**src/rtl/tmr_irq_ctrl_pkg.sv**
```systemverilog
// tmr_irq_ctrl SFR definitions: register layouts, irq source encodings,
// register offsets and the interrupt priority encoder.
package tmr_irq_ctrl_pkg;

   // Source index doubles as irq_id: 0 = m0, 1 = m1, 2 = ovf
   localparam logic [1:0] IRQ_ID_M0  = 2'b00;
   localparam logic [1:0] IRQ_ID_M1  = 2'b01;
   localparam logic [1:0] IRQ_ID_OVF = 2'b10;

   localparam int unsigned OFF_STAT  = 0;
   localparam int unsigned OFF_EN    = 4;
   localparam int unsigned OFF_EVCNT = 8;

   typedef struct packed {
      logic [20:0] rsv1;
      logic [2:0]  orun;
      logic [4:0]  rsv0;
      logic [2:0]  flag;
   } tmr_irq_stat_t;

   typedef struct packed {
      logic        gie;
      logic [27:0] rsv;
      logic [2:0]  src;
   } tmr_irq_en_t;

   typedef struct packed {
      logic [7:0] rsv;
      logic [7:0] ovf;
      logic [7:0] m1;
      logic [7:0] m0;
   } tmr_irq_evcnt_t;

   // pend bit order: [0] m0, [1] m1, [2] ovf; ovf > m0 > m1
   function automatic logic [1:0] irq_pick(input logic [2:0] pend);
      logic [1:0] id;
      id = IRQ_ID_M0;
      priority case (1'b1)
         pend[2]: id = IRQ_ID_OVF;
         pend[0]: id = IRQ_ID_M0;
         pend[1]: id = IRQ_ID_M1;
         default: id = IRQ_ID_M0;
      endcase
      return id;
   endfunction

endpackage

```
**src/rtl/tmr_irq_ctrl_evt_detect.sv**
```systemverilog
// tmr_evt_detect: event synchroniser, rising-edge detector and saturating
// 8-bit event counter. Ports: clk, rst_n, clk_en, ev (async level), cnt_clr
// (bus clear), rise (combinational, one cycle per synchronised rise), cnt.
module tmr_evt_detect #(
   parameter int SYNC_STAGES = 2
) (
   input  logic       clk,
   input  logic       rst_n,
   input  logic       clk_en,
   input  logic       ev,
   input  logic       cnt_clr,
   output logic       rise,
   output logic [7:0] cnt
);

   logic s_ev;
   logic d_ev;

   generate
      if (SYNC_STAGES == 0) begin : g_nosync
         assign s_ev = ev;
      end else begin : g_sync
         logic [SYNC_STAGES-1:0] sync_q;

         always_ff @(posedge clk or negedge rst_n) begin
            if (!rst_n) begin
               sync_q <= '0;
            end else if (clk_en) begin
               sync_q[0] <= ev;
               for (int i = 1; i < SYNC_STAGES; i++) begin
                  sync_q[i] <= sync_q[i-1];
               end
            end
         end

         assign s_ev = sync_q[SYNC_STAGES-1];
      end
   endgenerate

   always_ff @(posedge clk or negedge rst_n) begin
      if (!rst_n) begin
         d_ev <= 1'b0;
      end else if (clk_en) begin
         d_ev <= s_ev;
      end
   end

   assign rise = s_ev & ~d_ev;

   // A clear that coincides with a rise leaves a count of one
   always_ff @(posedge clk or negedge rst_n) begin
      if (!rst_n) begin
         cnt <= '0;
      end else if (clk_en) begin
         if (cnt_clr) begin
            cnt <= rise ? 8'd1 : 8'd0;
         end else if (rise && (cnt != 8'hFF)) begin
            cnt <= cnt + 8'd1;
         end
      end
   end

endmodule

```
**src/rtl/tmr_irq_ctrl.sv**
```systemverilog
// tmr_irq_ctrl: sticky event flags, overruns, counters and prioritised irq
// for the timer's match0/match1/ovf events. Ports: sys_* bus and clock,
// three event levels, irq_ack in; sfr_rd_dout (0 when unaddressed),
// irq_req and irq_id out.
module tmr_irq_ctrl
   import tmr_irq_ctrl_pkg::*;
#(
   parameter int                    DATA_WIDTH  = 32,
   parameter int                    ADDR_WIDTH  = 32,
   parameter logic [ADDR_WIDTH-1:0] BASE_ADDR   = '0,
   parameter int                    SYNC_STAGES = 2
) (
   input  logic                  sys_clk,
   input  logic                  sys_rst_n,
   input  logic                  sys_clk_en,
   input  logic [ADDR_WIDTH-1:0] sys_addr,
   input  logic                  sys_wr_en,
   input  logic [DATA_WIDTH-1:0] sys_sw_value,
   input  logic                  match0_event,
   input  logic                  match1_event,
   input  logic                  ovf_event,
   input  logic                  irq_ack,
   output logic [DATA_WIDTH-1:0] sfr_rd_dout,
   output logic                  irq_req,
   output logic [1:0]            irq_id
);

   localparam logic [ADDR_WIDTH-1:0] ADDR_STAT =
      BASE_ADDR + ADDR_WIDTH'(OFF_STAT);
   localparam logic [ADDR_WIDTH-1:0] ADDR_EN =
      BASE_ADDR + ADDR_WIDTH'(OFF_EN);
   localparam logic [ADDR_WIDTH-1:0] ADDR_EVCNT =
      BASE_ADDR + ADDR_WIDTH'(OFF_EVCNT);

   logic [31:0] wd;
   logic        unused_wd;
   logic        sel_stat;
   logic        sel_en;
   logic        sel_evcnt;
   logic        wr_stat;
   logic        wr_en_reg;
   logic        wr_evcnt;

   logic [2:0]  evt;
   logic [2:0]  rise;
   logic [7:0]  cnt [3];

   logic [2:0]  flag_q;
   logic [2:0]  orun_q;
   logic [2:0]  en_src_q;
   logic        gie_q;

   logic        ack_ok;
   logic [2:0]  ack_clr;
   logic [2:0]  w1c_flag;
   logic [2:0]  w1c_orun;
   logic [2:0]  clr;
   logic [2:0]  pend;

   tmr_irq_stat_t  stat_rd;
   tmr_irq_en_t    en_rd;
   tmr_irq_evcnt_t evcnt_rd;
   logic [31:0]    rd;

   assign wd        = 32'(sys_sw_value);
   assign unused_wd = ^{wd[30:11], wd[7:3]};

   assign sel_stat  = (sys_addr == ADDR_STAT);
   assign sel_en    = (sys_addr == ADDR_EN);
   assign sel_evcnt = (sys_addr == ADDR_EVCNT);

   assign wr_stat   = sys_wr_en & sel_stat;
   assign wr_en_reg = sys_wr_en & sel_en;
   assign wr_evcnt  = sys_wr_en & sel_evcnt;

   assign evt = {ovf_event, match1_event, match0_event};

   for (genvar g = 0; g < 3; g++) begin : g_evt
      tmr_evt_detect #(
         .SYNC_STAGES (SYNC_STAGES)
      ) u_evt (
         .clk     (sys_clk),
         .rst_n   (sys_rst_n),
         .clk_en  (sys_clk_en),
         .ev      (evt[g]),
         .cnt_clr (wr_evcnt),
         .rise    (rise[g]),
         .cnt     (cnt[g])
      );
   end

   // An ack only counts while a request is actually presented
   assign ack_ok     = irq_ack & irq_req;
   assign ack_clr[0] = ack_ok & (irq_id == IRQ_ID_M0);
   assign ack_clr[1] = ack_ok & (irq_id == IRQ_ID_M1);
   assign ack_clr[2] = ack_ok & (irq_id == IRQ_ID_OVF);

   assign w1c_flag = wr_stat ? wd[2:0]  : 3'b000;
   assign w1c_orun = wr_stat ? wd[10:8] : 3'b000;
   assign clr      = w1c_flag | ack_clr;

   // Set beats clear; a new overrun beats its own W1C
   always_ff @(posedge sys_clk or negedge sys_rst_n) begin
      if (!sys_rst_n) begin
         flag_q <= '0;
         orun_q <= '0;
      end else if (sys_clk_en) begin
         flag_q <= rise | (flag_q & ~clr);
         orun_q <= (rise & flag_q & ~clr) | (orun_q & ~w1c_orun);
      end
   end

   always_ff @(posedge sys_clk or negedge sys_rst_n) begin
      if (!sys_rst_n) begin
         en_src_q <= '0;
         gie_q    <= 1'b0;
      end else if (sys_clk_en && wr_en_reg) begin
         en_src_q <= wd[2:0];
         gie_q    <= wd[31];
      end
   end

   assign pend = flag_q & en_src_q & {3{gie_q}};

   // irq_id is left alone while idle so it holds the last source
   always_ff @(posedge sys_clk or negedge sys_rst_n) begin
      if (!sys_rst_n) begin
         irq_req <= 1'b0;
         irq_id  <= IRQ_ID_M0;
      end else if (sys_clk_en) begin
         if (|pend) begin
            irq_req <= 1'b1;
            irq_id  <= irq_pick(pend);
         end else begin
            irq_req <= 1'b0;
         end
      end
   end

   always_comb begin
      stat_rd      = '0;
      stat_rd.flag = flag_q;
      stat_rd.orun = orun_q;
      en_rd        = '0;
      en_rd.gie    = gie_q;
      en_rd.src    = en_src_q;
      evcnt_rd     = '0;
      evcnt_rd.m0  = cnt[0];
      evcnt_rd.m1  = cnt[1];
      evcnt_rd.ovf = cnt[2];
      rd           = '0;
      unique case (1'b1)
         sel_stat:  rd = stat_rd;
         sel_en:    rd = en_rd;
         sel_evcnt: rd = evcnt_rd;
         default:   rd = '0;
      endcase
   end

   assign sfr_rd_dout = DATA_WIDTH'(rd);

endmodule

```
**config.mk**
```make
export PLATFORM = sky130hd
export DESIGN_NAME = tmr_irq_ctrl
export DESIGN_NICKNAME = d
export VERILOG_FILES = /design/src/rtl/tmr_irq_ctrl_pkg.sv /design/src/rtl/tmr_irq_ctrl_evt_detect.sv /design/src/rtl/tmr_irq_ctrl.sv
export SDC_FILE = /design/constraint.sdc
export NUM_CORES = 1
export LEC_CHECK = 0
export BUFFER_PORTS_ARGS = -buffer_cell sky130_fd_sc_hd__buf_2
export CORE_MARGIN = 3
export CORE_UTILIZATION = 52
export DETAILED_ROUTE_END_ITERATION = 8
export HOLD_SLACK_MARGIN = 0.05
export PLACE_DENSITY = 0.9
export SYNTH_ARGS = -nofsm -noshare
export SYNTH_HDL_FRONTEND = slang
export SYNTH_SLANG_ARGS = --single-unit
```
**constraint.sdc**
```tcl
create_clock -name sys_clk -period 10 [get_ports sys_clk]
set_input_delay 3 -clock sys_clk [delete_from_list [all_inputs] [get_ports sys_clk]]
set_output_delay 3 -clock sys_clk [all_outputs]
set_load 0.03 [all_outputs]
```
# Yosys cells after proc, flatten, opt, wreduce, memory -nomap -nowiden
# Index checks and enable logic that the tools add are counted.
# totals
regBits	46
out_inout_bits	35
in_bits	72
word_cells	79
# op_classes
bitwise	24
muxes	16
addsub	3
n_reduce_logical	14
eq_ne	7
# ops
cell	count
32-bit case mux with 3 select lines	1
8-bit two-way mux	6
32-bit by 3-bit equality test with 1-bit output (second input constant)	1
32-bit by 4-bit equality test with 1-bit output (second input constant)	1
32-bit zero test	1
8-bit by 1-bit adder with 8-bit output (second input constant)	3
8-bit != test (second input constant)	3
3-bit bitwise AND	6
1-bit bitwise AND	10
3-bit bitwise OR	3
2-bit AND reduction	4
1-bit two-way mux	6
3-bit two-way mux	2
3-bit NOT	2
2-bit nonzero test	3
1-bit logical AND	4
1-bit NOT	3
3-bit OR reduction	1
2-bit by 1-bit equality test with 1-bit output (second input constant)	1
2-bit equality test (second input constant)	1
2-bit zero test	1
2-bit two-way mux	1

# Depth between registers and ports, before layout
# Gate-level depths: netlist of run 1.
# depth
word_depth	7
depth_mapped	8

# Hierarchy
# A second synthesis of run 1 with hierarchy kept.
# hier_totals
cells_unflattened	319
area_unflattened_um2	2994.1
# by_module_without_submodules
module	cells_per_inst	area_each_um2	instances	seq_area_each_um2
tmr_evt_detect	63	623.1	3	275.3
tmr_irq_ctrl	130	1124.8	1	325.3

# Worst setup path before layout of run 1
# OpenSTA, ideal clock, no wires.
# synth_path
path_kind	in2out
start	in sys_addr[26]
end	out sfr_rd_dout[8]
stages	5
slack_ns	2.443
arrival_ns	4.557
path_buffers	1
required_time_ns	7.000
cell_sequence	nor4_1 -> nand4_1 -> nor4_1 -> clkbuf_1 -> a22o_1
# synth_via
elab_chain_len	2
elab_cells_between_ends	4
classes_between	eq/ne (2); mux (1); reduce/logical (1)
# synth_lines
item	line_no	text
from (decl)	tmr_irq_ctrl.sv:16	input logic [ADDR_WIDTH-1:0] sys_addr,
32-bit by 4-bit equality test with 1-bit output, or another cell as far along	tmr_irq_ctrl.sv:70	assign sel_evcnt = (sys_addr == ADDR_EVCNT);
32-bit case mux with 3 select lines *	tmr_irq_ctrl.sv:152	unique case (1'b1)
to (decl)	tmr_irq_ctrl.sv:23	output logic [DATA_WIDTH-1:0] sfr_rd_dout,
# Every way passes the cells marked *; elsewhere a longest branch is shown, timed or not.

# Worst setup path after layout of run 1
# Same ends and word-level chain as after synthesis.

==> results of run 1 <==
stage by stage:
| step | cell area, um^2 | cells | power, W | utilization [%] |
|---|---|---|---|---|
| after floorplan | 2670 | 279 | 0.000320 | - |
| after global placement | 3040 | 404 | 0.000348 | 63.1 |
| after detailed placement | 3040 | 404 | 0.000357 | 63.1 |
| after CTS | 3110 | 411 | 0.000463 | 64.6 |
| after global routing | 3110 | 411 | 0.000493 | 64.6 |
| final | 3110 | 411 | 0.000460 | 64.6 |
worst paths after layout:
path,startpoint,to,slack (ns),depth (start not counted)
max,sys_addr[26],sfr_rd_dout[8],2.10,6
min,g_evt[0].u_evt.g_sync.sync_q[0],g_evt[0].u_evt.g_sync.sync_q[0],0.50,1
max reg2reg,g_evt[1].u_evt.cnt[0],g_evt[1].u_evt.cnt[2],7.75,6
min reg2reg,g_evt[0].u_evt.g_sync.sync_q[0],g_evt[0].u_evt.g_sync.sync_q[0],0.50,1
max in group asynchronous,sys_rst_n,g_evt[1].u_evt.g_sync.sync_q[0],6.50,1
min in group asynchronous,sys_rst_n,g_evt[2].u_evt.cnt[7],2.87,1
placed cells by master, fill, tap and decap left out, types with 8 or more instances in the layout:
cell type	instances
buf_2	74
dfrtp_1	46
nor2_1	23
and2_1	18
nand2_1	17
nand4_1	15
mux2_2	13
a31oi_1	11
o21ai_0	10
and3_1	9
nor4_1	8
xor2_1	8
routing by layer:
metal | GRT usage [%] | part of all wire [%]
met3 | 5.92 | 8.3
met1 | 26.4 | 40
met5 | 0 | 0
met4 | 8.01 | 1.7
met2 | 41.4 | 50
cell type report:
class	instances	area share, %
Inverter	5	0.603
Sequential cell	46	37.0
Clock buffer	7	2.45
Tap cell	67	2.69
Timing Repair Buffer	76	12.4
Multi-Input combinational cell	210	44.9
flip-flops by register name, summed over array words and instances, names as in the netlist:
signal	cells
g_evt.u_evt.g_sync.sync_q	6
g_evt.u_evt.d_ev	3
irq_req	1
flag_q	3
en_src_q	3
g_evt.u_evt.cnt	24
orun_q	3
gie_q	1
irq_id	2
cells by family (layout without fill, tap and decap cells):
family                   count (synthesis)  after routing  synth area share (%)
AND/OR/NAND/NOR                        117            117                  24.9
AO/OA/AOI/OAI                           57             57                  15.2
multiplexers                            16             16                  6.65
other                                    1              7                 0.141
XOR/XNOR                                10             10                  3.30
buffers and inverters                   23             88                  4.91
adder cells (fa/ha/maj)                  3              3                  1.42
flip-flops                              46             46                  43.4
report_power, final:
part / internal, W / switching [W]
Combinational: 0.0000464 / 0.0000508
Clock: 0.0000481 / 0.0000568
Sequential: 0.000217 / 0.0000410
Total: 0.000311 / 0.000149
worst max-delay path, cell delays in order:
cell	delay, ns
buf_2	0.10
nor4_1	0.28
nand4_1	0.28
nor4_2	0.76
a22o_1	0.27
buf_2	0.21
==> out/metrics.cfg, run 1 <==
[logic_synthesis]
yosys.cell_types.count=50
synth_flop_cell=dfrtp_1
synth-seq-cells=46
synth_commonest_cells=dfrtp_1 (46), nor2_1 (23), and2_1 (18), nand2_1 (17), nand4_1 (15)
synth_edf_count=0
async_flop_share_pct=100
synthCells=273
avgSynthCellArea_um2=9.71
syn_area_um2=2650
synth.largest_area_cell=dfrtp_1
synthMostInstantiatedCell=dfrtp_1
seq_area_frac_synth_pct=43.4
yosys.area.top_type_share_pct=43.4
yosys-top-cells-area=dfrtp_1 (43%), mux2_2 (5.5%), and2_1 (4.2%)
synth_warnings=0

[sta]
relSlewSlack_pct=33.0
finalHoldViolCount=0
skew_ns=0.00682
whs_ns=0.504
worst_slack_ns=2.10
maxSlewViolCount=0
fin_crit_sh_pct=79.0
rsz0062_at_grt=false
setup-violations-final=0
tns_ns=0
max_freq_mhz=127
worst_pin_slew_ns=1.00
layout_min_cycle_time_ns=7.90

[finish]
fillerInstances=416
diodes=0
area_growth_pct=17.5
nNetsFinal=419
seqCellArea_um2=1150
drive_gt1_share_pct=29.4
multi_input_comb_area_um2=1400

[setup_path]
cp_data_arrival_time_ns=4.90
cp-start-kind=input pin
critPathMaxFanout=9
worstPathRequired_ns=7.00
timing_worst_setup_path_type=input pin to primary output
critPathCaptureType=primary output

[clock_network]
cts_tree=done
root_buffer=clkbuf_8
cts_max_level=2
clkTransAtPathRegs_ns=0.07
cts_made_buffers=5
postCtsHoldBufs=0
clk_latency_ns=0.30
cts_resized=0
post_cts_buffers=0
cts.sinks=46
clockBufferDepth=2

[detailed_routing]
wl_um=6430
routedWlPerCell_um=15.7
initialDrtViolationCount=195
first_pass_iters=5
num_vias=2394
drc=0
postRouteAntennaNets=0
routed_via_density=5.82

[place]
numPortBuffers=74
dpl.hpwl_um=4630
place_ws_ns=2.10
place.gp.congestion=0.886

[floorplanning]
die_area_um2=5990
rows=25
start_util_pct=55.0
io_pins=107
die_w_um=77.4
die_height_um=77.4
core_area_um2=4820

[pwr]
powerDensity_nw_per_um2=148
peakVddDrop_uv=104
power.static_leakage_nw=1.51

[global_routing]
overflow=0
grt_pass1_vias=2470
antenna_found_initial=0
grt.total_usage_pct=23.0
grt_pass1_wl_um=11100
grt_start_max_net_pins=47

[job]
cap_violations=0

[worst_hold_path]
hold_class=flip-flop to flip-flop

[status]
status=completed

Note: power is estimated with default switching activity, not from simulation.
==> inputs of run 2 (changes only) <==
--- a/config.mk
+++ b/config.mk
@@ -7,10 +7,10 @@
 export LEC_CHECK = 0
 export BUFFER_PORTS_ARGS = -buffer_cell sky130_fd_sc_hd__buf_2
 export CORE_MARGIN = 3
-export CORE_UTILIZATION = 52
+export CORE_UTILIZATION = 44
 export DETAILED_ROUTE_END_ITERATION = 8
 export HOLD_SLACK_MARGIN = 0.05
-export PLACE_DENSITY = 0.9
+export PLACE_DENSITY = 0.82
 export SYNTH_ARGS = -nofsm -noshare
 export SYNTH_HDL_FRONTEND = slang
 export SYNTH_SLANG_ARGS = --single-unit
==> constraint.sdc (replaced) <==
create_clock -name sys_clk -period 7 [get_ports sys_clk]
set_input_delay 2.1 -clock sys_clk [delete_from_list [all_inputs] [get_ports sys_clk]]
set_output_delay 2.1 -clock sys_clk [all_outputs]
set_load 0.03 [all_outputs]
==> run 2 against run 1 <==
Net effect: cell area increased by 0.44%; die area is 17% higher; critical path depth up 1; flip-flop and latch count did not move; combinational power grew 40%; clock skew is 0.0040 ns lower; register-to-register slack worse by 3.0 ns; hold slack improved by 0.0055 ns.
==> out/metrics.cfg, run 2 (synthesis results as in run 1) <==
[status]
status=completed

[global_routing]
antenna_found_initial=0
grt_pass1_vias=2330
grt_pass1_wl_um=10600
grt_start_max_net_pins=47
grt.total_usage_pct=18.4
overflow=0

[setup_path]
crit_chain=buf_2 -> nor4_1 -> nand4_1 -> nor4_2 -> buf_4 -> a22o_1 -> buf_2
critPathCapture=sfr_rd_dout[8]
r2r_cells=6
critPathMostFrequentCell=buf_2
worstPathRequired_ns=4.90
cp_data_arrival_time_ns=3.83
critPathMaxFanout=22
timing_worst_setup_path_type=input pin to primary output
cp_slowest_cell=nor4_2
critPathCaptureType=primary output
r2r_slack_ns=4.72
critPathMaxStageDelay_ns=0.35
r2r_start=g_evt[1].u_evt.cnt[0]
cp-startpoint=sys_addr[18]
cp-start-kind=input pin
r2r_end=g_evt[1].u_evt.cnt[2]

[detailed_routing]
routed_via_density=5.65
first_pass_iters=4
num_vias=2355
wl_um=6180
postRouteAntennaNets=0
drc=0
routedWlPerCell_um=14.8
initialDrtViolationCount=148

[sta]
rsz0062_at_grt=false
fin_crit_sh_pct=84.7
max_freq_mhz=169
worst_pin_slew_ns=0.999
maxSlewViolCount=0
tns_ns=0
layout_min_cycle_time_ns=5.93
skew_ns=0.00284
finalHoldViolCount=0
setup-violations-final=0
relSlewSlack_pct=33.4

[floorplanning]
io_pins=107
rows=27
die_height_um=83.6
die_w_um=83.6
start_util_pct=46.7
die_area_um2=6990
core_area_um2=5680

[finish]
reg.largest.list=g_evt.u_evt.cnt x24, g_evt.u_evt.g_sync.sync_q x6
final_cell_mix=buf_2 (74), dfrtp_1 (46), nor2_1 (23)
largest-register=g_evt.u_evt.cnt
nNetsFinal=420
area_growth_pct=18.0
diodes=0
stdcell_area_um2=3130
layout.cells.most_common=buf_2
drive_gt1_share_pct=29.6
largest_reg_flops=24

[clock_network]
cts_tree=done
cts.sinks=46
cts_resized=0
root_buffer=clkbuf_8
postCtsHoldBufs=0
post_cts_buffers=0
clkTransAtPathRegs_ns=0.08
clockBufferDepth=2
cts_max_level=2
cts_made_buffers=5
clk_latency_ns=0.30

[place]
dpl.hpwl_um=4680
numPortBuffers=74
postPlaceCellArea_um2=3050
place.gp.congestion=0.850

[job]
cap_violations=0

[pwr]
peakVddDrop_uv=141
powerDensity_nw_per_um2=209
power.static_leakage_nw=1.51

[worst_hold_path]
hold_start=orun_q[2]
hold_class=flip-flop to flip-flop

run 2: how the worst min path moves through the flow:
stage | end | slack (ns) | cells past startpoint
3_3_place_gp | g_evt[2].u_evt.cnt[6] | 0.47 | 1
2_1_floorplan | g_evt[2].u_evt.cnt[6] | 0.45 | 1
4_1_cts | orun_q[2] | 0.51 | 1
3_5_place_dp | orun_q[2] | 0.49 | 1
6_report | orun_q[2] | 0.51 | 1
5_1_grt | g_evt[1].u_evt.g_sync.sync_q[1] | 0.53 | 1
run 2: layer usage:
layer  global-route usage, %  vias up  part of all wire (%)
li1                        -     1143                     -
met1                    23.5     1131                    42
met2                    30.6       76                    50
met3                    4.94        5                   6.8
met4                    5.41        0                   1.1
met5                       0        -                     0
run 2: power breakdown:
part           internal (W)  switching, W  leakage, nW  total (W)
Clock             0.0000688     0.0000833       0.0383   0.000152
Combinational     0.0000656     0.0000700        0.910   0.000136
Sequential         0.000310     0.0000557        0.566   0.000365
Total              0.000444      0.000209         1.51   0.000653
run 2: cell type report:
| class | instances | area [um^2] |
|---|---|---|
| Clock buffer | 7 | 76.3 |
| Multi-Input combinational cell | 210 | 1400 |
| Fill cell | 521 | 2550 |
| Sequential cell | 46 | 1150 |
| Inverter | 5 | 18.8 |
| Tap cell | 72 | 90.1 |
| Timing Repair Buffer | 77 | 393 |
run 2: critical path, delay by kind of cell:
family	cells	cell delay [ns]
and+or+nand+nor	3	0.97
buffers and inverters	3	0.56
AOI/OAI and AO/OA	1	0.20
run 2: through the flow:
| step | cells | power [W] | hold slack, ns | util [%] | worst slack, ns |
|---|---|---|---|---|---|
| global placement | 410 | 0.000498 | 0.474 | 53.8 | 1.15 |
| global route | 417 | 0.000698 | 0.533 | 55.1 | 0.934 |
| floorplan | 279 | 0.000457 | 0.450 | - | 1.24 |
| CTS | 417 | 0.000658 | 0.509 | 55.1 | 1.05 |
| finish | 417 | 0.000653 | 0.510 | 55.1 | 1.07 |
| detailed placement | 410 | 0.000507 | 0.490 | 53.8 | 1.06 |
